`config.mk`:
```
export PLATFORM = sky130hd
export DESIGN_NAME = uart_brg
export DESIGN_NICKNAME = d
export VERILOG_FILES = /design/src/rtl/uart_pkg.sv /design/src/rtl/uart_brg_div.sv /design/src/rtl/uart_brg.sv
export SDC_FILE = /design/constraint.sdc
export NUM_CORES = 1
export LEC_CHECK = 0
export ABC_AREA = 1
export BUFFER_PORTS_ARGS = -buffer_cell sky130_fd_sc_hd__buf_2
export CAP_MARGIN = 20
export CORE_MARGIN = 5
export CORE_UTILIZATION = 50
export DETAILED_ROUTE_END_ITERATION = 12
export GPL_TIMING_DRIVEN = 0
export PLACE_DENSITY = 0.68
export SYNTH_ARGS = -nofsm -noshare
export SYNTH_HDL_FRONTEND = slang
export SYNTH_SLANG_ARGS = --single-unit
```
`constraint.sdc`:
```
create_clock -name clk -period 26.4 [get_ports clk]
set_input_delay 1.32 -clock clk [delete_from_list [all_inputs] [get_ports clk]]
set_output_delay 1.32 -clock clk [all_outputs]
set_load 0.01 [all_outputs]
```
`src/rtl/uart_pkg.sv`:
```
// Package: uart_pkg
// Shared types and constants for the UART baud-rate generator.
//  - baud_sel_t : run-time baud selector encoding (00=9600 .. 11=115200)
//  - BAUD_*_HZ  : baud constants in bits per second
//  - OVERSAMPLE : rx_tick periods per tx_tick period
//  - baud_hz()  : selector -> baud rate
//  - calc_div() : clock divisor for the 16x oversampling strobe
package uart_pkg;

  typedef enum logic [1:0] {
    BAUD_9600   = 2'b00,
    BAUD_19200  = 2'b01,
    BAUD_57600  = 2'b10,
    BAUD_115200 = 2'b11
  } baud_sel_t;

  localparam int unsigned BAUD_9600_HZ   = 9600;
  localparam int unsigned BAUD_19200_HZ  = 19200;
  localparam int unsigned BAUD_57600_HZ  = 57600;
  localparam int unsigned BAUD_115200_HZ = 115200;

  localparam int unsigned OVERSAMPLE = 16;

  function automatic logic [31:0] baud_hz(input baud_sel_t sel);
    logic [31:0] hz;
    case (sel)
      BAUD_9600:   hz = BAUD_9600_HZ;
      BAUD_19200:  hz = BAUD_19200_HZ;
      BAUD_57600:  hz = BAUD_57600_HZ;
      BAUD_115200: hz = BAUD_115200_HZ;
      default:     hz = BAUD_9600_HZ;
    endcase
    return hz;
  endfunction

  // Divisor rounded to nearest: (freq + os*baud/2) / (os*baud).
  // A zero result clamps to 1 (tick every cycle); results wider than
  // 16 bits saturate rather than wrapping to a tiny divisor.
  function automatic logic [15:0] calc_div(input logic [31:0] freq,
                                           input logic [31:0] baud);
    logic [31:0] q;
    q = (freq + baud * 32'(OVERSAMPLE / 2)) / (baud * 32'(OVERSAMPLE));
    if (q == 32'd0)
      return 16'd1;
    else if (q > 32'h0000_FFFF)
      return 16'hFFFF;
    else
      return q[15:0];
  endfunction

endpackage

```
`src/rtl/uart_brg_div.sv`:
```
// Module: uart_brg_div
// Generic modulo-N pulse counter. While en is high the counter steps
// 0..n-1 and wraps; pulse is high for the enabled cycle in which the count
// sits at (or beyond) n-1. The ">=" compare lets a divisor that shrinks
// mid-period end the period at once instead of running past the new limit.
// Ports:
//  clk   in       clock, rising edge
//  rst   in       asynchronous, active-high reset (clears count, forces pulse low)
//  en    in       count enable
//  n     in  N_W  modulus (0 is treated as 1)
//  clr   in       synchronous clear; suppresses pulse in the same cycle
//  pulse out      terminal-count strobe (combinational decode of the count)
module uart_brg_div #(
  parameter int CNT_W = 16,  // must not exceed N_W
  parameter int N_W   = 16
) (
  input  logic           clk,
  input  logic           rst,
  input  logic           en,
  input  logic [N_W-1:0] n,
  input  logic           clr,
  output logic           pulse
);

  logic [CNT_W-1:0] cnt;
  logic [N_W-1:0]   last;
  logic             at_last;

  always_comb begin
    // NOTE: every always_comb output gets a value on every path; a missing
    // else or default would infer a latch.
    last    = (n == '0) ? '0 : n - N_W'(1);
    at_last = (N_W'(cnt) >= last);
    pulse   = en & at_last & ~clr & ~rst;
  end

  // NOTE: sequential state uses non-blocking assignments so every flop
  // samples the pre-edge values regardless of process ordering.
  always_ff @(posedge clk or posedge rst) begin
    if (rst)
      cnt <= '0;
    else if (clr)
      cnt <= '0;
    else if (en)
      cnt <= at_last ? '0 : cnt + CNT_W'(1);
  end

endmodule

```
`src/rtl/uart_brg.sv`:
```
// Module: uart_brg
// UART baud-rate generator. Divides clk into a 16x oversampling strobe for
// the receiver (rx_tick) and a 1x bit strobe for the transmitter (tx_tick).
// tx_tick is always coincident with an rx_tick; tx period = 16*div clocks.
// Ports:
//  clk       in     system clock, rising edge
//  rst       in     asynchronous, active-high reset
//  baud_sel  in  2  00=9600, 01=19200, 10=57600, 11=115200 baud
//  rx_tick   out    one-clk pulse at 16x baud
//  tx_tick   out    one-clk pulse at 1x baud
// Configuration macro UART_BRG_SYNC_RESTART_EN:
//  defined   - any baud_sel change clears both counters on the next edge and
//              suppresses ticks for that cycle, so the new rate starts cleanly.
//  undefined - the new divisor applies immediately; tx phase is kept.
module uart_brg
  import uart_pkg::*;
#(
  parameter int CLK_FREQ_HZ = 10_000_000,
  parameter int OVERSAMPLE  = uart_pkg::OVERSAMPLE
) (
  input  logic       clk,
  input  logic       rst,
  input  logic [1:0] baud_sel,
  output logic       rx_tick,
  output logic       tx_tick
);

  localparam int TX_W = $clog2(OVERSAMPLE);

  // Never written after the initialiser, so synthesis folds the divisor
  // into a constant per selector; simulation may override it for corner cases.
  logic [31:0] freq = 32'(CLK_FREQ_HZ);

  logic [15:0] div;
  logic        clr;

  assign div = calc_div(freq, baud_hz(baud_sel_t'(baud_sel)));

`ifdef UART_BRG_SYNC_RESTART_EN
  logic [1:0] sel_q;

  // NOTE: sel_q is deliberately left without reset; it keeps tracking
  // baud_sel while rst is held, so releasing reset never looks like a
  // selector change and never triggers a spurious restart.
  always_ff @(posedge clk) begin
    sel_q <= baud_sel;
  end

  assign clr = (sel_q != baud_sel);
`else
  assign clr = 1'b0;
`endif

  uart_brg_div #(
    .CNT_W (16),
    .N_W   (16)
  ) u_rx_div (
    .clk   (clk),
    .rst   (rst),
    .en    (1'b1),
    .n     (div),
    .clr   (clr),
    .pulse (rx_tick)
  );

  // Counts rx ticks; its terminal pulse lands on the rx tick that wraps it.
  uart_brg_div #(
    .CNT_W (TX_W),
    .N_W   (16)
  ) u_tx_div (
    .clk   (clk),
    .rst   (rst),
    .en    (rx_tick),
    .n     (16'(OVERSAMPLE)),
    .clr   (clr),
    .pulse (tx_tick)
  );

endmodule

```
Yosys cells after proc, flatten, opt, wreduce, memory -nomap -nowiden
Index checks and enable logic that the tools add are counted.

storage, ports and cells
  bits in registers = 20
  memories = 0
  bits in latches = 0
  memory bits (writable) = 0
  ROM bits = 0

operators by class
  $lt $le $gt $ge = 3
  $add $sub $neg = 4
  shift-type cells = 0
  divide/modulo/power cells = 1
  reduce and logical (&&, ||, !) cells = 3
  equality and inequality tests = 3
  muxes and demuxes = 6
  bitwise operators = 4
  multipliers = 0

operators by type and width
  operator                                              count
  one-hot mux 29 bit (4 select lines)                   1
  2-to-1 mux 16 bit                                     4
  adder 24 x 32 -> 32 bit, first input constant         1
  divider 32 x 32 -> 32 bit                             1
  > comparator 32 x 16 -> 1 bit, second input constant  1
  logical NOT 32 bit                                    1
  adder 16 x 1 -> 16 bit, second input constant         1
  >= comparator 16 bit                                  1
  logical NOT 16 bit                                    1
  subtractor 16 x 1 -> 16 bit, second input constant    1
  adder 4 x 1 -> 4 bit, second input constant           1
  equality test 2 bit, second input constant            2
  >= comparator 4 bit, second input constant            1
  2-to-1 mux 4 bit                                      1
  AND 1 bit                                             3
  equality test 2 x 1 -> 1 bit, second input constant   1
  logical NOT 2 bit                                     1
  NOT 1 bit                                             1

Depth between registers and ports, before layout
  depth after elaboration = 13
  depth in mapped cells = 95

Hierarchy
From an unflattened synthesis, not the netlist that was laid out.

second synthesis, totals
  cell total of the unflattened synthesis = 891
  area, all modules = 5,151.2 um^2

by module, submodules not included
  module                   instances  area each (um^2)  cells each
  uart_brg                 1          2,487.4           446
  uart_brg_div (u_rx_div)  1          1,850.5           294
  uart_brg_div (u_tx_div)  1          813.3             151

Worst setup path before layout
No wires, ideal clock.

  kind = input to output
  start = input port baud_sel[0]
  end = output port tx_tick
  required time = 25.080 ns
  path slack = 13.178 ns
  arrival time = 11.902 ns
  cell stages on the path = 89
  cells stage by stage = inv_1 -> ha_1 -> inv_1 -> clkbuf_1 -> o21ai_0 -> ha_1 -> nand3_1 -> nand2_1 -> nand3_2 -> nand2_4 -> inv_1 -> nor2_1 -> ha_1 -> nand3_1 -> a21oi_1 -> inv_1 -> nand2_1 -> nand2_2 -> (+53 left out) -> nand2_1 -> nand2_1 -> nand2_1 -> nand2_1 -> nand2_1 -> nand2_1 -> nand3_1 -> nand2_1 -> a21oi_1 -> nand2_1 -> nand2_1 -> ha_1 -> o21ai_0 -> nand2_1 -> a21oi_1 -> o21ai_1 -> nand2_1 -> nor2_1

on the way
  cells in the longest elaborated chain, start to end = 13

ends and longest elaborated chain
  item                                                               RTL line            source
  start: declaration                                                 uart_brg.sv:23      input logic [1:0] baud_sel,
  equality test 2 bit, or another cell as far along                  uart_pkg.sv:26      case (sel)
  one-hot mux 29 bit (4 select lines) (*)                            uart_pkg.sv:26
  adder 24 x 32 -> 32 bit                                            uart_pkg.sv:42      q = (freq + baud * 32'(OVERSAMPLE / 2)) / (baud * 32'(OVERSAMPLE));
  divider 32 x 32 -> 32 bit (*)                                      uart_pkg.sv:42
  > comparator 32 x 16 -> 1 bit                                      uart_pkg.sv:45      else if (q > 32'h0000_FFFF)
  2-to-1 mux 16 bit                                                  uart_pkg.sv:45
  2-to-1 mux 16 bit (*)                                              uart_pkg.sv:43      if (q == 32'd0)
  subtractor 16 x 1 -> 16 bit or logical NOT 16 bit (tied branches)  uart_brg_div.sv:32  last = (n == '0) ? '0 : n - N_W'(1);
  2-to-1 mux 16 bit (*)                                              uart_brg_div.sv:32
  >= comparator 16 bit (*)                                           uart_brg_div.sv:33  at_last = (N_W'(cnt) >= last);
  AND 1 bit (*) (3 in a row)                                         uart_brg_div.sv:34  pulse = en & at_last & ~clr & ~rst;
  end: declaration                                                   uart_brg.sv:25      output logic tx_tick

Every way passes the cells marked *; elsewhere a longest branch is shown, timed or not. The select of a mux whose other input is x is not followed.

Worst setup path in the final report
  start = input port baud_sel[0]
  end = output port rx_tick

on the way
  cells in the longest elaborated chain, start to end = 11

ends and longest elaborated chain
  item                                                               RTL line            source
  equality test 2 bit, or another cell as far along                  uart_pkg.sv:26
  one-hot mux 29 bit (4 select lines) (*)                            uart_pkg.sv:26
  adder 24 x 32 -> 32 bit                                            uart_pkg.sv:42
  divider 32 x 32 -> 32 bit (*)                                      uart_pkg.sv:42
  > comparator 32 x 16 -> 1 bit                                      uart_pkg.sv:45
  2-to-1 mux 16 bit                                                  uart_pkg.sv:45
  2-to-1 mux 16 bit (*)                                              uart_pkg.sv:43
  subtractor 16 x 1 -> 16 bit or logical NOT 16 bit (tied branches)  uart_brg_div.sv:32
  2-to-1 mux 16 bit (*)                                              uart_brg_div.sv:32
  >= comparator 16 bit (*)                                           uart_brg_div.sv:33
  AND 1 bit (*)                                                      uart_brg_div.sv:34
  end: declaration                                                   uart_brg.sv:24      output logic rx_tick,

Marks and branches as above.

==> impl_summary.md <==
Clocking
In this run the number of H-tree levels came out at 1. The number of gates resized after CTS is 0. The number of buffers between clock root and the deepest sink is 2. The number of hold buffers added after CTS was 0. The clock edge transition at the registers on the reported setup and hold paths is 0.07 ns. The tree built by TritonCTS fans out to 20 sinks. The cell sitting at the root of the clock tree is a sky130_fd_sc_hd__clkbuf_8. The number of setup buffers added after CTS is 0. The CTS tree is done. For the worst-skew pair, the clock arrives at the later sink with an insertion delay of 0.26 ns. The number of buffers inserted during clock tree synthesis is 3.

Detailed routing
The detailed router placed 3,706 vias in this run. The post-route DRC violation count is 0. The number of nets still failing antenna checks after routing is 0. The via density per instance is 5.45.

The detailed-route wire length is roughly 9300 um. In this run, the number of DRC markers left after iteration 0 of detailed routing was 286. After detailed routing, the average wire length per cell comes to ~14 um. The number of search-and-repair iterations in the first detailed-routing pass is 5.

Critical path
Following the worst setup path forward leads to its endpoint at rx_tick. STA puts the critical path data arrival time at 14.47 ns. Of all nets on the critical path, the largest fanout is 11. The most used cell along the critical path is sky130_fd_sc_hd__nand2_1. In this run the worst setup path begins at baud_sel[0]. The minimum setup slack among reg-to-reg paths is 23.76 ns.

The endpoint of the lowest-slack register-to-register path is u_tx_div.cnt[2]$_DFFE_PP0P_. For the worst setup path, the data required time is 25.08 ns. The worst flop-to-flop path startpoint is u_rx_div.cnt[0]$_DFF_PP0_.

The worst setup path is of the in2out kind. The kind of end point of the critical path is an output pin. STA classifies the critical path startpoint as a primary input.

Among all stages on the critical path, the largest delay is contributed by sky130_fd_sc_hd__o21ai_1. The number of buffers and inverters on the critical path is 17. The critical path runs through a total of 90 cells. For this run, the slowest stage of the critical path takes 0.57 ns.

The number of cell instances on the worst register-to-register path is 14. The cell family contributing the most delay on the critical path is simple AND/OR/NAND/NOR gates.

Synth
The number of distinct library cells after synthesis is 41. The synthesized instance count is between 500 and 600. The synthesized design contains 20 register bits. Yosys mapped a number of flops with a built-in enable equal to 0. The netlist area before placement is 3500 um^2. The synthesized area per cell is 6.18 um^2. The proportion of synthesized flip-flops having asynchronous set or reset is 100%.

The prevailing post-synth register cell is sky130_fd_sc_hd__dfrtp_1. The share of synthesized area occupied by flip-flops and latches is 14.3%. Yosys printed 0 warnings.

Placement
The placed instances occupy a cell area of 3680 um^2. The post-placement worst setup slack is ~11 ns. After legalization and detailed placement, the total HPWL measured 7370 um. The number of buffers added on ports is 5. At the end of routability-driven placement, the weighted congestion stood at just under 1.

Final layout
The net count of the finished layout is 627. The number of antenna cells inserted is 0. From synthesis to final layout, the design area changed by 6.57%. With fillers left out, the area of the finished cells amounts to around 3700 um^2. The fraction of layout cells with a size suffix above 1 is 12.0%. The utilization after layout is 55.0%.

Pwr
The power density over the cells is about 55 nW/um^2. Summed over all cells, the static leakage comes to 2.02 nW. VDD sags by at most ~39 uV.

STA
The worst path meets setup with about 11 ns of slack. Based on the critical path, the design can be clocked at up to 63.3 MHz. The worst clock skew on the final layout is 0.00106 ns. The number of pins exceeding their max-slew limit in the final report is 0. The slew at the pin closest to its max-slew limit is approximately 0.95 ns.

The final setup TNS is 0 ns. The total setup violations reported at the end of the flow is 0. Measured against its own limit, the worst slew margin works out to 36.3%.

The number of failing hold endpoints at the final stage is 0. The ratio of final minimum period to clock period is around 60%. The shortest clock period the worst path allows after layout is roughly 16 ns.

Setup repair after global routing left no endpoint under its margin.

Floorplan
The floorplan row count is 30. For this design the top-level I/O count stands at 6. The horizontal extent of the die is 93.7 um. The core region is about 6800 um^2. The die span in y is 93.7 um. Once the floorplan was initialized, standard cells occupied 51.6% of the core. The die covers 8780 um^2.

Outcome
The run finished with clean final reports.

Worst hold path
The worst min-delay path class is reg2reg.

GRT
The global-route congestion overflow total is 0. The initial antenna violation count is 0. The first global-routing pass estimated 15,800 um of wire. The via count of the first global-routing pass is around 3.4k. The maximum number of pins on one net before global-route repair is 22. Global routing used 22.2% of the available tracks.

Run
The number of max-cap violations is 0.
-- layout make-up --
class	instances	area [um^2]
inverters	79	302
plain buffers	14	98.8
flip-flops and latches	20	500
multi-input cells	462	2630
fillers	718	3060
repair buffers	5	25.0
clock buffers	4	55.1
well taps	96	120
-- synth_stat cells, types with 5 or more instances --
cell type / n / area share, %
sky130_fd_sc_hd__xor2_1: 10 / 2.5
sky130_fd_sc_hd__nand2_1: 162 / 17
sky130_fd_sc_hd__nand2_4: 8 / 2.6
sky130_fd_sc_hd__o21ai_0: 22 / 3.1
sky130_fd_sc_hd__inv_2: 6 / 0.64
sky130_fd_sc_hd__a21oi_1: 17 / 2.4
sky130_fd_sc_hd__nor4_1: 5 / 0.89
sky130_fd_sc_hd__inv_1: 69 / 7.4
sky130_fd_sc_hd__buf_6: 5 / 1.6
sky130_fd_sc_hd__nand4_1: 18 / 3.2
sky130_fd_sc_hd__dfrtp_1: 20 / 14
sky130_fd_sc_hd__ha_1: 38 / 14
sky130_fd_sc_hd__nand3_1: 75 / 11
sky130_fd_sc_hd__nand2_2: 14 / 2.5
sky130_fd_sc_hd__nor2_1: 39 / 4.2
sky130_fd_sc_hd__buf_2: 7 / 1.0
-- placed cells by master (no fill, tap or decap), drive strengths merged, types with 4 or more instances in the layout --
master and instances:
a21oi 19, buf 17, clkbuf 6, conb 9
dfrtp 20, ha 38, inv 77, nand2 184
nand3 81, nand3b 4, nand4 18, nor2 45
nor3b 4, nor4 5, o21ai 27, xnor2 4
xor2 10
-- cells by family after synthesis --
kind of cell	count (synthesis)	synth area share (%)
compound gates	54	8.96
xor+xnor	14	3.50
fa+ha+maj	38	13.6
buf+inv	93	11.4
flops	20	14.3
mux	1	0.321
other cells	1	0.107
simple gates	346	47.8
-- report_power, final --
group	internal, W	total [W]	switching (W)
sequential	0.0000339	0.0000363	0.00000240
combinational	0.0000502	0.000144	0.0000940
clock	0.0000133	0.0000232	0.00000996
-- sequential cells by signal (all words and copies together) (netlist names) --
signal and cells:
u_rx_div.cnt 16, u_tx_div.cnt 4
-- metrics by stage --
stage | hold WS [ns] | total power, W | instances
after global placement | 0.483 | 0.000177 | 676
after detailed placement | 0.481 | 0.000179 | 676
after CTS | 0.493 | 0.000203 | 680
final | 0.490 | 0.000204 | 680
after global routing | 0.523 | 0.000225 | 680
after floorplan | 0.454 | 0.000152 | 575
-- worst min-delay path by stage --
| stage | end | cells past startpoint | start |
|---|---|---|---|
| floorplan | u_rx_div.cnt[0]$_DFF_PP0_ | 1 | u_rx_div.cnt[0]$_DFF_PP0_ |
| detailed placement | u_rx_div.cnt[0]$_DFF_PP0_ | 1 | u_rx_div.cnt[0]$_DFF_PP0_ |
| CTS | u_rx_div.cnt[0]$_DFF_PP0_ | 1 | u_rx_div.cnt[0]$_DFF_PP0_ |
| finish | u_rx_div.cnt[0]$_DFF_PP0_ | 1 | u_rx_div.cnt[0]$_DFF_PP0_ |
| global placement | u_rx_div.cnt[0]$_DFF_PP0_ | 1 | u_rx_div.cnt[0]$_DFF_PP0_ |
| global route | u_rx_div.cnt[0]$_DFF_PP0_ | 1 | u_rx_div.cnt[0]$_DFF_PP0_ |
-- metal layers --
layer | vias up | track usage, % | wire [um]
met5 | - | 0 | 0
met4 | 0 | 4.57 | 131
met3 | 14 | 1.68 | 432
met2 | 97 | 36.7 | 4250
met1 | 1718 | 31.6 | 4520
li1 | 1877 | - | -
Power figures use the tool's default switching activity.
